==> config.mk <==
export PLATFORM = sky130hd
export DESIGN_NAME = id_ex_pipe_reg_flat
export DESIGN_NICKNAME = d
export VERILOG_FILES = /design/src/rtl/id_ex_pipe_reg_pkg.sv /design/src/rtl/id_ex_pipe_reg_if.sv /design/src/rtl/id_ex_pipe_reg_pipe_slice_en.sv /design/src/rtl/id_ex_pipe_reg.sv /design/src/flat_wrapper.sv
export SDC_FILE = /design/constraint.sdc
export NUM_CORES = 1
export LEC_CHECK = 0
export CAP_MARGIN = 10
export CORE_ASPECT_RATIO = 0.6
export CORE_MARGIN = 10
export CORE_UTILIZATION = 40
export CTS_CLUSTER_DIAMETER = 120
export DETAILED_ROUTE_END_ITERATION = 16
export PLACE_DENSITY = 0.89
export SLEW_MARGIN = 20
export SYNTH_ARGS = -nofsm -noshare
export SYNTH_HDL_FRONTEND = slang
export SYNTH_SLANG_ARGS = --single-unit
==> constraint.sdc <==
create_clock -name clk_id_ex -period 3.22 [get_ports clk_id_ex]
set_clock_uncertainty 0.2 [all_clocks]
set_input_delay 0.322 -clock clk_id_ex [delete_from_list [all_inputs] [get_ports clk_id_ex]]
set_output_delay 0.322 -clock clk_id_ex [all_outputs]
set_load 0.005 [all_outputs]
==> src/rtl/id_ex_pipe_reg_pkg.sv <==
// rtl/id_ex_pipe_reg_pkg.sv - default widths, control bundle types and EX bundle bit positions for the ID/EX register
package id_ex_pkg;

    localparam int DEF_PC_W    = 8;
    localparam int DEF_DATA_W  = 32;
    localparam int DEF_REG_W   = 5;
    localparam int DEF_ALUOP_W = 2;
    localparam int DEF_M_W     = 3;
    localparam int DEF_WB_W    = 2;
    localparam int DEF_CNT_W   = 16;

    typedef struct packed {
        logic                   reg_dst;
        logic [DEF_ALUOP_W-1:0] alu_op;
        logic                   alu_src;
    } ex_ctrl_t;

    typedef struct packed {
        logic branch;
        logic mem_read;
        logic mem_write;
    } m_ctrl_t;

    typedef struct packed {
        logic reg_write;
        logic mem_to_reg;
    } wb_ctrl_t;

    // EX bundle is {RegDst, ALUOp, ALUSrc}, MSB first; only RegDst moves with ALUOp width
    localparam int EX_ALUSRC_POS = 0;
    localparam int EX_ALUOP_LSB  = 1;

    function automatic int ex_regdst_pos(input int aluop_w);
        return aluop_w + 1;
    endfunction

endpackage

==> src/rtl/id_ex_pipe_reg_if.sv <==
// rtl/id_ex_pipe_reg_if.sv - decode-to-EX bundle with handshake; counters present only with ID_EX_PERF_CNT_EN
interface id_ex_pipe_reg_if #(
    parameter int PC_W    = 8,
    parameter int DATA_W  = 32,
    parameter int REG_W   = 5,
    parameter int ALUOP_W = 2,
    parameter int M_W     = 3,
    parameter int WB_W    = 2,
    parameter int CNT_W   = 16
);
    logic                 in_valid;
    logic                 in_ready;
    logic                 flush;
    logic [PC_W-1:0]      next_pc_in;
    logic [DATA_W-1:0]    reg_data1_in;
    logic [DATA_W-1:0]    reg_data2_in;
    logic [DATA_W-1:0]    imm_in;
    logic [REG_W-1:0]     rs_in;
    logic [REG_W-1:0]     rt_in;
    logic [REG_W-1:0]     rd_in;
    logic [ALUOP_W+1:0]   ex_ctrl_in;
    logic [M_W-1:0]       m_ctrl_in;
    logic [WB_W-1:0]      wb_ctrl_in;
    logic                 out_ready;
    logic                 out_valid;
    logic [PC_W-1:0]      next_pc;
    logic [DATA_W-1:0]    reg_data1;
    logic [DATA_W-1:0]    reg_data2;
    logic [DATA_W-1:0]    imm;
    logic [REG_W-1:0]     rs;
    logic [REG_W-1:0]     rt;
    logic [REG_W-1:0]     rd;
    logic                 reg_dst;
    logic [ALUOP_W-1:0]   alu_op;
    logic                 alu_src;
    logic [M_W-1:0]       m_ctrl;
    logic [WB_W-1:0]      wb_ctrl;
`ifdef ID_EX_PERF_CNT_EN
    logic [CNT_W-1:0]     stall_cnt;
    logic [CNT_W-1:0]     bubble_cnt;
`endif

    modport slave (
        input  in_valid, flush, next_pc_in, reg_data1_in, reg_data2_in, imm_in,
               rs_in, rt_in, rd_in, ex_ctrl_in, m_ctrl_in, wb_ctrl_in, out_ready,
        output in_ready, out_valid, next_pc, reg_data1, reg_data2, imm, rs, rt, rd,
               reg_dst, alu_op, alu_src, m_ctrl, wb_ctrl
`ifdef ID_EX_PERF_CNT_EN
        , output stall_cnt, bubble_cnt
`endif
    );

    modport master (
        output in_valid, flush, next_pc_in, reg_data1_in, reg_data2_in, imm_in,
               rs_in, rt_in, rd_in, ex_ctrl_in, m_ctrl_in, wb_ctrl_in, out_ready,
        input  in_ready, out_valid, next_pc, reg_data1, reg_data2, imm, rs, rt, rd,
               reg_dst, alu_op, alu_src, m_ctrl, wb_ctrl
`ifdef ID_EX_PERF_CNT_EN
        , input stall_cnt, bubble_cnt
`endif
    );

endinterface

==> src/rtl/id_ex_pipe_reg_pipe_slice_en.sv <==
// rtl/id_ex_pipe_reg_pipe_slice_en.sv - generic enable/clear register slice, clear either zeroes or holds
module pipe_slice_en #(
    parameter int W          = 1,
    parameter bit CLEAR_ZERO = 1'b1
) (
    input  logic         clk,
    input  logic         resetn,
    input  logic         en,
    input  logic         clr,
    input  logic [W-1:0] d,
    output logic [W-1:0] q
);

    // Reset beats clear beats load; a clear on a hold-type slice simply keeps q
    always_ff @(posedge clk) begin
        if (!resetn) begin
            q <= '0;
        end else if (clr) begin
            if (CLEAR_ZERO) begin
                q <= '0;
            end
        end else if (en) begin
            q <= d;
        end
    end

endmodule

==> src/rtl/id_ex_pipe_reg.sv <==
// rtl/id_ex_pipe_reg.sv - ID/EX pipeline register with handshake, flush and optional ID_EX_PERF_CNT_EN counters
module id_ex_pipe_reg
    import id_ex_pkg::*;
#(
    parameter int PC_W    = DEF_PC_W,
    parameter int DATA_W  = DEF_DATA_W,
    parameter int REG_W   = DEF_REG_W,
    parameter int ALUOP_W = DEF_ALUOP_W,
    parameter int M_W     = DEF_M_W,
    parameter int WB_W    = DEF_WB_W,
    parameter int CNT_W   = DEF_CNT_W
) (
    input logic             clk_id_ex,
    input logic             rst_n_id_ex,
    id_ex_pipe_reg_if.slave bus
);

    localparam int EX_W       = ALUOP_W + 2;
    localparam int REGDST_POS = ex_regdst_pos(ALUOP_W);
    localparam int DATA_BUS_W = PC_W + 3 * DATA_W + 3 * REG_W;
    localparam int CTRL_BUS_W = 1 + EX_W + M_W + WB_W;

    logic                  ready;
    logic                  hold;
    logic                  load;
    logic                  bubble;
    logic [DATA_BUS_W-1:0] data_d;
    logic [DATA_BUS_W-1:0] data_q;
    logic [CTRL_BUS_W-1:0] ctrl_d;
    logic [CTRL_BUS_W-1:0] ctrl_q;
    logic [EX_W-1:0]       ex_q;

    // Flush always frees the slot, even while EX is stalled
    assign ready  = !bus.out_valid | bus.out_ready | bus.flush;
    assign hold   = !ready;
    assign load   = bus.in_valid & ready & !bus.flush;
    assign bubble = bus.flush | (ready & !bus.in_valid);

    assign bus.in_ready = ready;

    assign data_d = {bus.next_pc_in, bus.reg_data1_in, bus.reg_data2_in, bus.imm_in,
                     bus.rs_in, bus.rt_in, bus.rd_in};
    // valid rides with the controls so a bubble zeroes both together
    assign ctrl_d = {1'b1, bus.ex_ctrl_in, bus.m_ctrl_in, bus.wb_ctrl_in};

    pipe_slice_en #(.W(DATA_BUS_W), .CLEAR_ZERO(1'b0)) u_data (
        .clk    (clk_id_ex),
        .resetn (rst_n_id_ex),
        .en     (load),
        .clr    (bubble),
        .d      (data_d),
        .q      (data_q)
    );

    pipe_slice_en #(.W(CTRL_BUS_W), .CLEAR_ZERO(1'b1)) u_ctrl (
        .clk    (clk_id_ex),
        .resetn (rst_n_id_ex),
        .en     (load),
        .clr    (bubble),
        .d      (ctrl_d),
        .q      (ctrl_q)
    );

    assign {bus.next_pc, bus.reg_data1, bus.reg_data2, bus.imm,
            bus.rs, bus.rt, bus.rd} = data_q;
    assign {bus.out_valid, ex_q, bus.m_ctrl, bus.wb_ctrl} = ctrl_q;

    assign bus.reg_dst = ex_q[REGDST_POS];
    assign bus.alu_op  = ex_q[EX_ALUOP_LSB +: ALUOP_W];
    assign bus.alu_src = ex_q[EX_ALUSRC_POS];

`ifdef ID_EX_PERF_CNT_EN
    // Saturating stall/bubble counters, cleared only by reset
    always_ff @(posedge clk_id_ex) begin
        if (!rst_n_id_ex) begin
            bus.stall_cnt  <= '0;
            bus.bubble_cnt <= '0;
        end else begin
            if (hold && (bus.stall_cnt != {CNT_W{1'b1}})) begin
                bus.stall_cnt <= bus.stall_cnt + 1'b1;
            end
            if (bubble && (bus.bubble_cnt != {CNT_W{1'b1}})) begin
                bus.bubble_cnt <= bus.bubble_cnt + 1'b1;
            end
        end
    end
`endif

endmodule

==> src/flat_wrapper.sv <==
// flat-port wrapper written by rule: the top's interface ports become plain ports
module id_ex_pipe_reg_flat import id_ex_pkg::*;
#(
    parameter int PC_W    = DEF_PC_W,
    parameter int DATA_W  = DEF_DATA_W,
    parameter int REG_W   = DEF_REG_W,
    parameter int ALUOP_W = DEF_ALUOP_W,
    parameter int M_W     = DEF_M_W,
    parameter int WB_W    = DEF_WB_W,
    parameter int CNT_W   = DEF_CNT_W
)
  (clk_id_ex, rst_n_id_ex, bus_in_valid, bus_flush, bus_next_pc_in, bus_reg_data1_in, bus_reg_data2_in, bus_imm_in, bus_rs_in, bus_rt_in, bus_rd_in, bus_ex_ctrl_in, bus_m_ctrl_in, bus_wb_ctrl_in, bus_out_ready, bus_in_ready, bus_out_valid, bus_next_pc, bus_reg_data1, bus_reg_data2, bus_imm, bus_rs, bus_rt, bus_rd, bus_reg_dst, bus_alu_op, bus_alu_src, bus_m_ctrl, bus_wb_ctrl);
  id_ex_pipe_reg_if #(.PC_W(PC_W), .DATA_W(DATA_W), .REG_W(REG_W), .ALUOP_W(ALUOP_W), .M_W(M_W), .WB_W(WB_W), .CNT_W(CNT_W)) bus_i ();
  input logic clk_id_ex;
  input logic rst_n_id_ex;
  input wire logic [$bits(bus_i.in_valid)-1:0] bus_in_valid;
  input wire logic [$bits(bus_i.flush)-1:0] bus_flush;
  input wire logic [$bits(bus_i.next_pc_in)-1:0] bus_next_pc_in;
  input wire logic [$bits(bus_i.reg_data1_in)-1:0] bus_reg_data1_in;
  input wire logic [$bits(bus_i.reg_data2_in)-1:0] bus_reg_data2_in;
  input wire logic [$bits(bus_i.imm_in)-1:0] bus_imm_in;
  input wire logic [$bits(bus_i.rs_in)-1:0] bus_rs_in;
  input wire logic [$bits(bus_i.rt_in)-1:0] bus_rt_in;
  input wire logic [$bits(bus_i.rd_in)-1:0] bus_rd_in;
  input wire logic [$bits(bus_i.ex_ctrl_in)-1:0] bus_ex_ctrl_in;
  input wire logic [$bits(bus_i.m_ctrl_in)-1:0] bus_m_ctrl_in;
  input wire logic [$bits(bus_i.wb_ctrl_in)-1:0] bus_wb_ctrl_in;
  input wire logic [$bits(bus_i.out_ready)-1:0] bus_out_ready;
  output wire logic [$bits(bus_i.in_ready)-1:0] bus_in_ready;
  output wire logic [$bits(bus_i.out_valid)-1:0] bus_out_valid;
  output wire logic [$bits(bus_i.next_pc)-1:0] bus_next_pc;
  output wire logic [$bits(bus_i.reg_data1)-1:0] bus_reg_data1;
  output wire logic [$bits(bus_i.reg_data2)-1:0] bus_reg_data2;
  output wire logic [$bits(bus_i.imm)-1:0] bus_imm;
  output wire logic [$bits(bus_i.rs)-1:0] bus_rs;
  output wire logic [$bits(bus_i.rt)-1:0] bus_rt;
  output wire logic [$bits(bus_i.rd)-1:0] bus_rd;
  output wire logic [$bits(bus_i.reg_dst)-1:0] bus_reg_dst;
  output wire logic [$bits(bus_i.alu_op)-1:0] bus_alu_op;
  output wire logic [$bits(bus_i.alu_src)-1:0] bus_alu_src;
  output wire logic [$bits(bus_i.m_ctrl)-1:0] bus_m_ctrl;
  output wire logic [$bits(bus_i.wb_ctrl)-1:0] bus_wb_ctrl;
  assign bus_i.in_valid = bus_in_valid;
  assign bus_i.flush = bus_flush;
  assign bus_i.next_pc_in = bus_next_pc_in;
  assign bus_i.reg_data1_in = bus_reg_data1_in;
  assign bus_i.reg_data2_in = bus_reg_data2_in;
  assign bus_i.imm_in = bus_imm_in;
  assign bus_i.rs_in = bus_rs_in;
  assign bus_i.rt_in = bus_rt_in;
  assign bus_i.rd_in = bus_rd_in;
  assign bus_i.ex_ctrl_in = bus_ex_ctrl_in;
  assign bus_i.m_ctrl_in = bus_m_ctrl_in;
  assign bus_i.wb_ctrl_in = bus_wb_ctrl_in;
  assign bus_i.out_ready = bus_out_ready;
  assign bus_in_ready = bus_i.in_ready;
  assign bus_out_valid = bus_i.out_valid;
  assign bus_next_pc = bus_i.next_pc;
  assign bus_reg_data1 = bus_i.reg_data1;
  assign bus_reg_data2 = bus_i.reg_data2;
  assign bus_imm = bus_i.imm;
  assign bus_rs = bus_i.rs;
  assign bus_rt = bus_i.rt;
  assign bus_rd = bus_i.rd;
  assign bus_reg_dst = bus_i.reg_dst;
  assign bus_alu_op = bus_i.alu_op;
  assign bus_alu_src = bus_i.alu_src;
  assign bus_m_ctrl = bus_i.m_ctrl;
  assign bus_wb_ctrl = bus_i.wb_ctrl;
  id_ex_pipe_reg #(.PC_W(PC_W), .DATA_W(DATA_W), .REG_W(REG_W), .ALUOP_W(ALUOP_W), .M_W(M_W), .WB_W(WB_W), .CNT_W(CNT_W)) u_core (.clk_id_ex(clk_id_ex), .rst_n_id_ex(rst_n_id_ex), .bus(bus_i));
endmodule
==> run summary, run 1 <==
Worst slew margin - 50.2%
Met2 WL - 9.04 mm
Mapped Cells - 590
Hold Crit Class - in -> reg
Vias - 5,355
Critical Path RT - 2.70 ns
Status - finished, final reports clean
Multi-input gate area in the final layout - 2290 µm²
DRT antenna net count - 0
Final wirelength - 18.7 mm
Port bufs - 262
DR iter-0 viols - 396
Nets - 945
Top sig layer - met4
Synth Area in Compound Gates - 30.6%
Initial DRT Pass Iterations - 5
FILL cells - 1,053
Hold depth - 2
Area grow syn2layout - 61.7%
Final period utilization - 62.2%
Leak - 2.92 nW
Gr usage total - 19.3%
Routed vias/inst - 5.39
First-pass GRT wire length - 28.6 mm
Floorplan core area - 12,800 µm²
WL met3 - 1.83 mm
P per Cell Area - 484 nW/µm²
Netlist cell types - 18
Final setup viols - 0
RSZ-0062 raised after global routing - no
Synth Warn # - 0
Max_cap viols - 0
GR Overflow Total - 0
Inserted Diodes - 0
Clk_lat worst skew - 0.39 ns
XOR/XNOR Fraction of Synth Area - 0%
DPL Wire Length - 13.1 mm
TritonCTS clock tree - yes
FF/Latch Area - 2580 µm²
VDD IR max - 0.000299 V
Synth Cell Area - 5190 µm²
Final Critical Period - 2.00 ns
Hold Path Origin - rst_n_id_ex
Largest buffer count on any clock path - 2
Row cnt - 32
Crit start category - primary input
Die area - 18,100 µm²
Post-Synth Simple-Gate Area - 13.3%
Actual slew at the worst max-slew pin - 0.747 ns
Commonest non-fill, non-tap cell in the layout - clkdlybuf4s50_1
Reg-to-reg startpoint - u_core.u_ctrl.q[9]
Initial antenna violation count - 0
Root Driver - clkbuf_16
Initial Util - 40.6%
Adder-cell share of the synthesized area - 0%
Flop-to-flop setup slack - 1.34 ns
Mapped Avg Cell Area - 8.80 µm²
Ports - 263
Largest net degree at the start of global routing - 84
Vias in the first global route - 5,104
Worst EP arrival - 1.48 ns
Reg clk slew, reported paths - 0.05 ns
WHS Endpoint - u_core.u_data.q[105]
CTS Hold Buffers Added - 0
Die Y - 108 µm
Clock sink count - 129
Tot Pwr - 4.07 mW
Post-synthesis register bit count - 129
R2r endpoint - u_core.u_data.q[106]
Crit Path Class - in -> out
Average wire per standard cell - 18.8 µm
Final Hold Fails - 0
Largest fanout on the critical path - 3
Synth Net Count - 723
Total CTS buffers - 17
Met1 wire length - 7.67 mm
Post-CTS sizing - 0
Most frequent cells in the layout - clkdlybuf4s50_1, dfxtp_1, nand3_1, o21ai_0, a21boi_1
Max Clock Freq - 499 MHz
GP Congestion - 0.794
Proportion of synthesized area in mux cells - 0%
Die Width - 167 µm
Kind of end point of the critical path - primary output
R2R depth - 4
Max-slew violation count - 0
H-tree levels - 4
Postcts setup bufs - 0
Largest family of logic cells by synthesized area - compound AO/OA/AOI/OAI gates
Register area share after synthesis - 49.7%
DRC Markers - 0
Setup TNS Final - 0 ns
Layout cells sized above 1 - 5.35%
synth_stat cells (all sizes together):
cell    instances  area [µm²]
nor2b           2        20.0
o21ai         129         649
a21boi        119         893
nand2b          2        12.5
dfxtp         129        2580
inv             1        3.75
clkbuf         27         110
a21oi           9        45.0
nand3         128         641
and2b           1        7.51
buf            42         219
or2b            1        7.51
flip-flops by register name, indices dropped and copies added, names as in the netlist:
| register | cells |
|---|---|
| u_core.u_data.q | 119 |
| u_core.u_ctrl.q | 10 |
worst max-delay path by stage:
| stage | from | endpoint | slack [ns] | depth (start not counted) |
|---|---|---|---|---|
| after CTS | bus_out_ready | bus_in_ready | 1.21 | 4 |
| after global placement | bus_in_valid | u_core.u_data.q[112] | 0.97 | 5 |
| final | bus_out_ready | bus_in_ready | 1.22 | 4 |
| after global routing | u_core.u_ctrl.q[9] | u_core.u_ctrl.q[2] | 1.18 | 4 |
| after floorplan | u_core.u_ctrl.q[9] | bus_in_ready | 1.76 | 4 |
| after detailed placement | bus_in_valid | u_core.u_data.q[106] | 0.87 | 5 |
worst max-delay path, cell delays in order:
cell             delay, ns
clkdlybuf4s50_1       0.52
nor2b_4               0.06
nand2b_1              0.08
clkdlybuf4s50_1       0.50
where the power goes:
group,internal [mW],switching [mW]
clock,1.13,0.686
sequential,1.67,0.0320
combinational,0.340,0.214
per-stage QoR:
step | cells | instance area, µm² | setup slack, ns | hold WS (ns) | utilization [%]
after global routing | 993 | 8390 | 1.18 | 0.274 | 65.7
after floorplan | 590 | 5190 | 1.76 | 0.269 | -
final | 993 | 8390 | 1.22 | 0.261 | 65.7
after global placement | 963 | 7840 | 0.967 | 0.258 | 61.4
after CTS | 993 | 8390 | 1.21 | 0.262 | 65.7
after detailed placement | 963 | 7840 | 0.868 | 0.265 | 61.4
cell families (layout without fill, tap and decap cells):
family | count (synthesis) | in the layout
flip-flops | 129 | 129
AND/OR/NAND/NOR | 134 | 134
buffers and inverters | 70 | 303
AO/OA/AOI/OAI | 257 | 257
layer usage:
metal / vias to the layer above / global-route usage (%)
met4: 0 / 4.06
met3: 12 / 8.84
met2: 202 / 31.6
li1: 2557 / -
met5: - / 0
met1: 2584 / 23.0
cell type report:
| type | instances | share of cell area (%) |
|---|---|---|
| flip-flops and latches | 129 | 30.8 |
| inverters | 1 | 0.0447 |
| clock inverters | 11 | 1.40 |
| well taps | 170 | 2.53 |
| repair buffers | 272 | 32.8 |
| clock buffers | 19 | 5.16 |
| multi-input cells | 391 | 27.3 |
Note: power is estimated with default switching activity, not from simulation.
==> inputs of run 2 (changes only) <==
==> constraint.sdc (replaced) <==
create_clock -name clk_id_ex -period 1.9 [get_ports clk_id_ex]
set_clock_uncertainty 0.2 [all_clocks]
set_input_delay 0.19 -clock clk_id_ex [delete_from_list [all_inputs] [get_ports clk_id_ex]]
set_output_delay 0.19 -clock clk_id_ex [all_outputs]
set_load 0.005 [all_outputs]
==> run 2 against run 1 <==
Global-route usage is 0.096 points higher. Combinational power grew 74%. Critical path depth fell by 1. Setup slack worse by 1.1 ns. Flip-flop and latch count unchanged. Critical path type is now reg -> out. Critical endpoint unchanged. Highest routed layer unchanged.
==> run summary, run 2 (same netlist as run 1, synthesis figures left out) <==
Status - finished, final reports clean
Worst EP arrival - 1.41 ns
Vias in the first global route - 5,200
Pint - 5.62 mW
Initial DRT Pass Iterations - 4
Sw Share - 22.2%
Worst slew margin - 71.3%
CP Buf/Inv Count - 1
Total CTS buffers - 17
TritonCTS clock tree - yes
Final setup viols - 0
Leak - 3.01 nW
Crit. path cell count - 3
Floorplan core area - 12,800 µm²
Critical Path RT - 1.51 ns
Clock sink count - 129
Vias - 5,311
Max reg flops - 119
CP top delay family - buffers and inverters
Switch Pwr - 1.60 mW
Average wire per standard cell - 18.5 µm
FILL cells - 1,052
Kind of end point of the critical path - primary output
Flop-to-flop setup slack - 0.27 ns
RSZ-0062 raised after global routing - no
Area grow syn2layout - 65.6%
Reg clk slew, reported paths - 0.06 ns
Root Driver - clkbuf_16
Placed Instances - 970
Clk_lat worst skew - 0.40 ns
Hold Path Origin - rst_n_id_ex
Max Clock Freq - 555 MHz
Largest fanout on the critical path - 3
Top Registers - u_core.u_data.q (119), u_core.u_ctrl.q (10)
Port bufs - 262
GP Congestion - 0.827
Largest buffer count on any clock path - 2
Setup TNS Final - 0 ns
Sequential share of power - 39.9%
VDD IR max - 0.000644 V
Reg-to-reg startpoint - u_core.u_ctrl.q[9]
Largest Register - u_core.u_data.q
Final Hold Fails - 0
Actual slew at the worst max-slew pin - 0.431 ns
Commonest non-fill, non-tap cell in the layout - clkdlybuf4s50_1
Final Critical Period - 1.80 ns
Largest net degree at the start of global routing - 89
Final std cells w/o fill - 1,002
WHS Endpoint - u_core.u_ctrl.q[2]
Crit-path max cell delay - 0.50 ns
Final wirelength - 18.5 mm
P per Cell Area - 840 nW/µm²
Crit start category - register
R2R depth - 5
Combinational share of power - 13.3%
DRC Markers - 0
Gr usage total - 19.4%
Routed vias/inst - 5.30
Die Width - 167 µm
Max-slew violation count - 0
Nets - 953
GR Overflow Total - 0
DPL Wire Length - 13.1 mm
Inserted Diodes - 0
DR iter-0 viols - 407
Layout cells sized above 1 - 6.61%
Clock power share - 46.8%
H-tree levels - 4
CP Cell Sequence - nor2b_4, nand2b_1, clkdlybuf4s50_1
Row cnt - 32
DRT antenna net count - 0
Initial antenna violation count - 0
Ports - 263
Most frequent cells in the layout - clkdlybuf4s50_1, nand3_1, o21ai_0, dfxtp_1, a21boi_1
Hold Crit Class - in -> reg
First-pass GRT wire length - 28.8 mm
Initial Util - 40.6%
Max_cap viols - 0
CP max-delay cell - clkdlybuf4s50_1
Die area - 18,100 µm²
Crit Path Class - reg -> out
R2r endpoint - u_core.u_data.q[70]
Final period utilization - 94.9%
CTS Hold Buffers Added - 0
Hold depth - 5
Die Y - 108 µm
run 2: cell count changes in the layout (fill, tap and decap cells not counted), sizes merged:
cell / delta
buf: +8
bufinv: +2
clkinv: -2
clkbuf: -1
clkinvlp: +1
inv: +1
run 2: how the worst max path moves through the flow:
| stage | endpoint | start | slack, ns |
|---|---|---|---|
| after floorplan | u_core.u_ctrl.q[0] | u_core.u_ctrl.q[9] | 0.54 |
| after global placement | u_core.u_data.q[107] | bus_flush | 0.09 |
| after detailed placement | u_core.u_data.q[29] | bus_out_ready | 0.006 |
| after CTS | bus_in_ready | u_core.u_ctrl.q[9] | 0.01 |
| after global routing | bus_in_ready | u_core.u_ctrl.q[9] | 0.05 |
| final | bus_in_ready | u_core.u_ctrl.q[9] | 0.1 |
run 2: routing by layer:
layer | vias up | part of all wire, % | GRT usage [%]
met5 | - | 0 | 0
met4 | 0 | 0.87 | 4.56
met3 | 10 | 11 | 9.35
met2 | 174 | 47 | 31.2
met1 | 2564 | 41 | 23.2
li1 | 2563 | - | -
run 2: tightest hold or removal path: stages:
cell	delay, ns
buf_2	0.13
nor2b_1	0.14
o21ai_2	0.06
buf_4	0.10
a21oi_1	0.03
run 2: area by class of cell:
cell class	instances	area [µm²]	area share [%]
clock inverter	13	188	2.18
inverter	1	3.75	0.0437
sequential	129	2580	30.1
clock buffer	18	429	4.99
multi-input combinational	391	2290	26.6
timing repair buffer	280	2890	33.6
tap	170	213	2.47
run 2: stage by stage:
stage	cell area [µm²]	power [mW]	worst slack [ns]	utilization, %	hold slack [ns]
after CTS	8590	7.31	0.00976	67.3	0.0920
after detailed placement	7970	3.90	0.00562	62.4	0.265
after global placement	7970	3.89	0.0936	62.4	0.259
after floorplan	5190	3.27	0.536	-	0.137
after global routing	8600	7.52	0.0527	67.3	0.119
final	8600	7.22	0.0971	67.3	0.109
run 2: what timing repair did:
item | CTS | global route
pin swaps | 0 | 0
resized for setup | 1 | 0
setup endpoints to repair | 1 | 1
setup buffers | 0 | 1
gates cloned | 0 | 0
run 2: power by group through the flow:
| stage | registers [mW] | clock network, mW | logic (mW) |
|---|---|---|---|
| after floorplan | 2.95 | 0 | 0.320 |
| after global placement | 2.93 | 0 | 0.955 |
| after detailed placement | 2.94 | 0 | 0.965 |
| after CTS | 2.88 | 3.46 | 0.971 |
| after global routing | 2.89 | 3.58 | 1.04 |
| final | 2.88 | 3.38 | 0.964 |
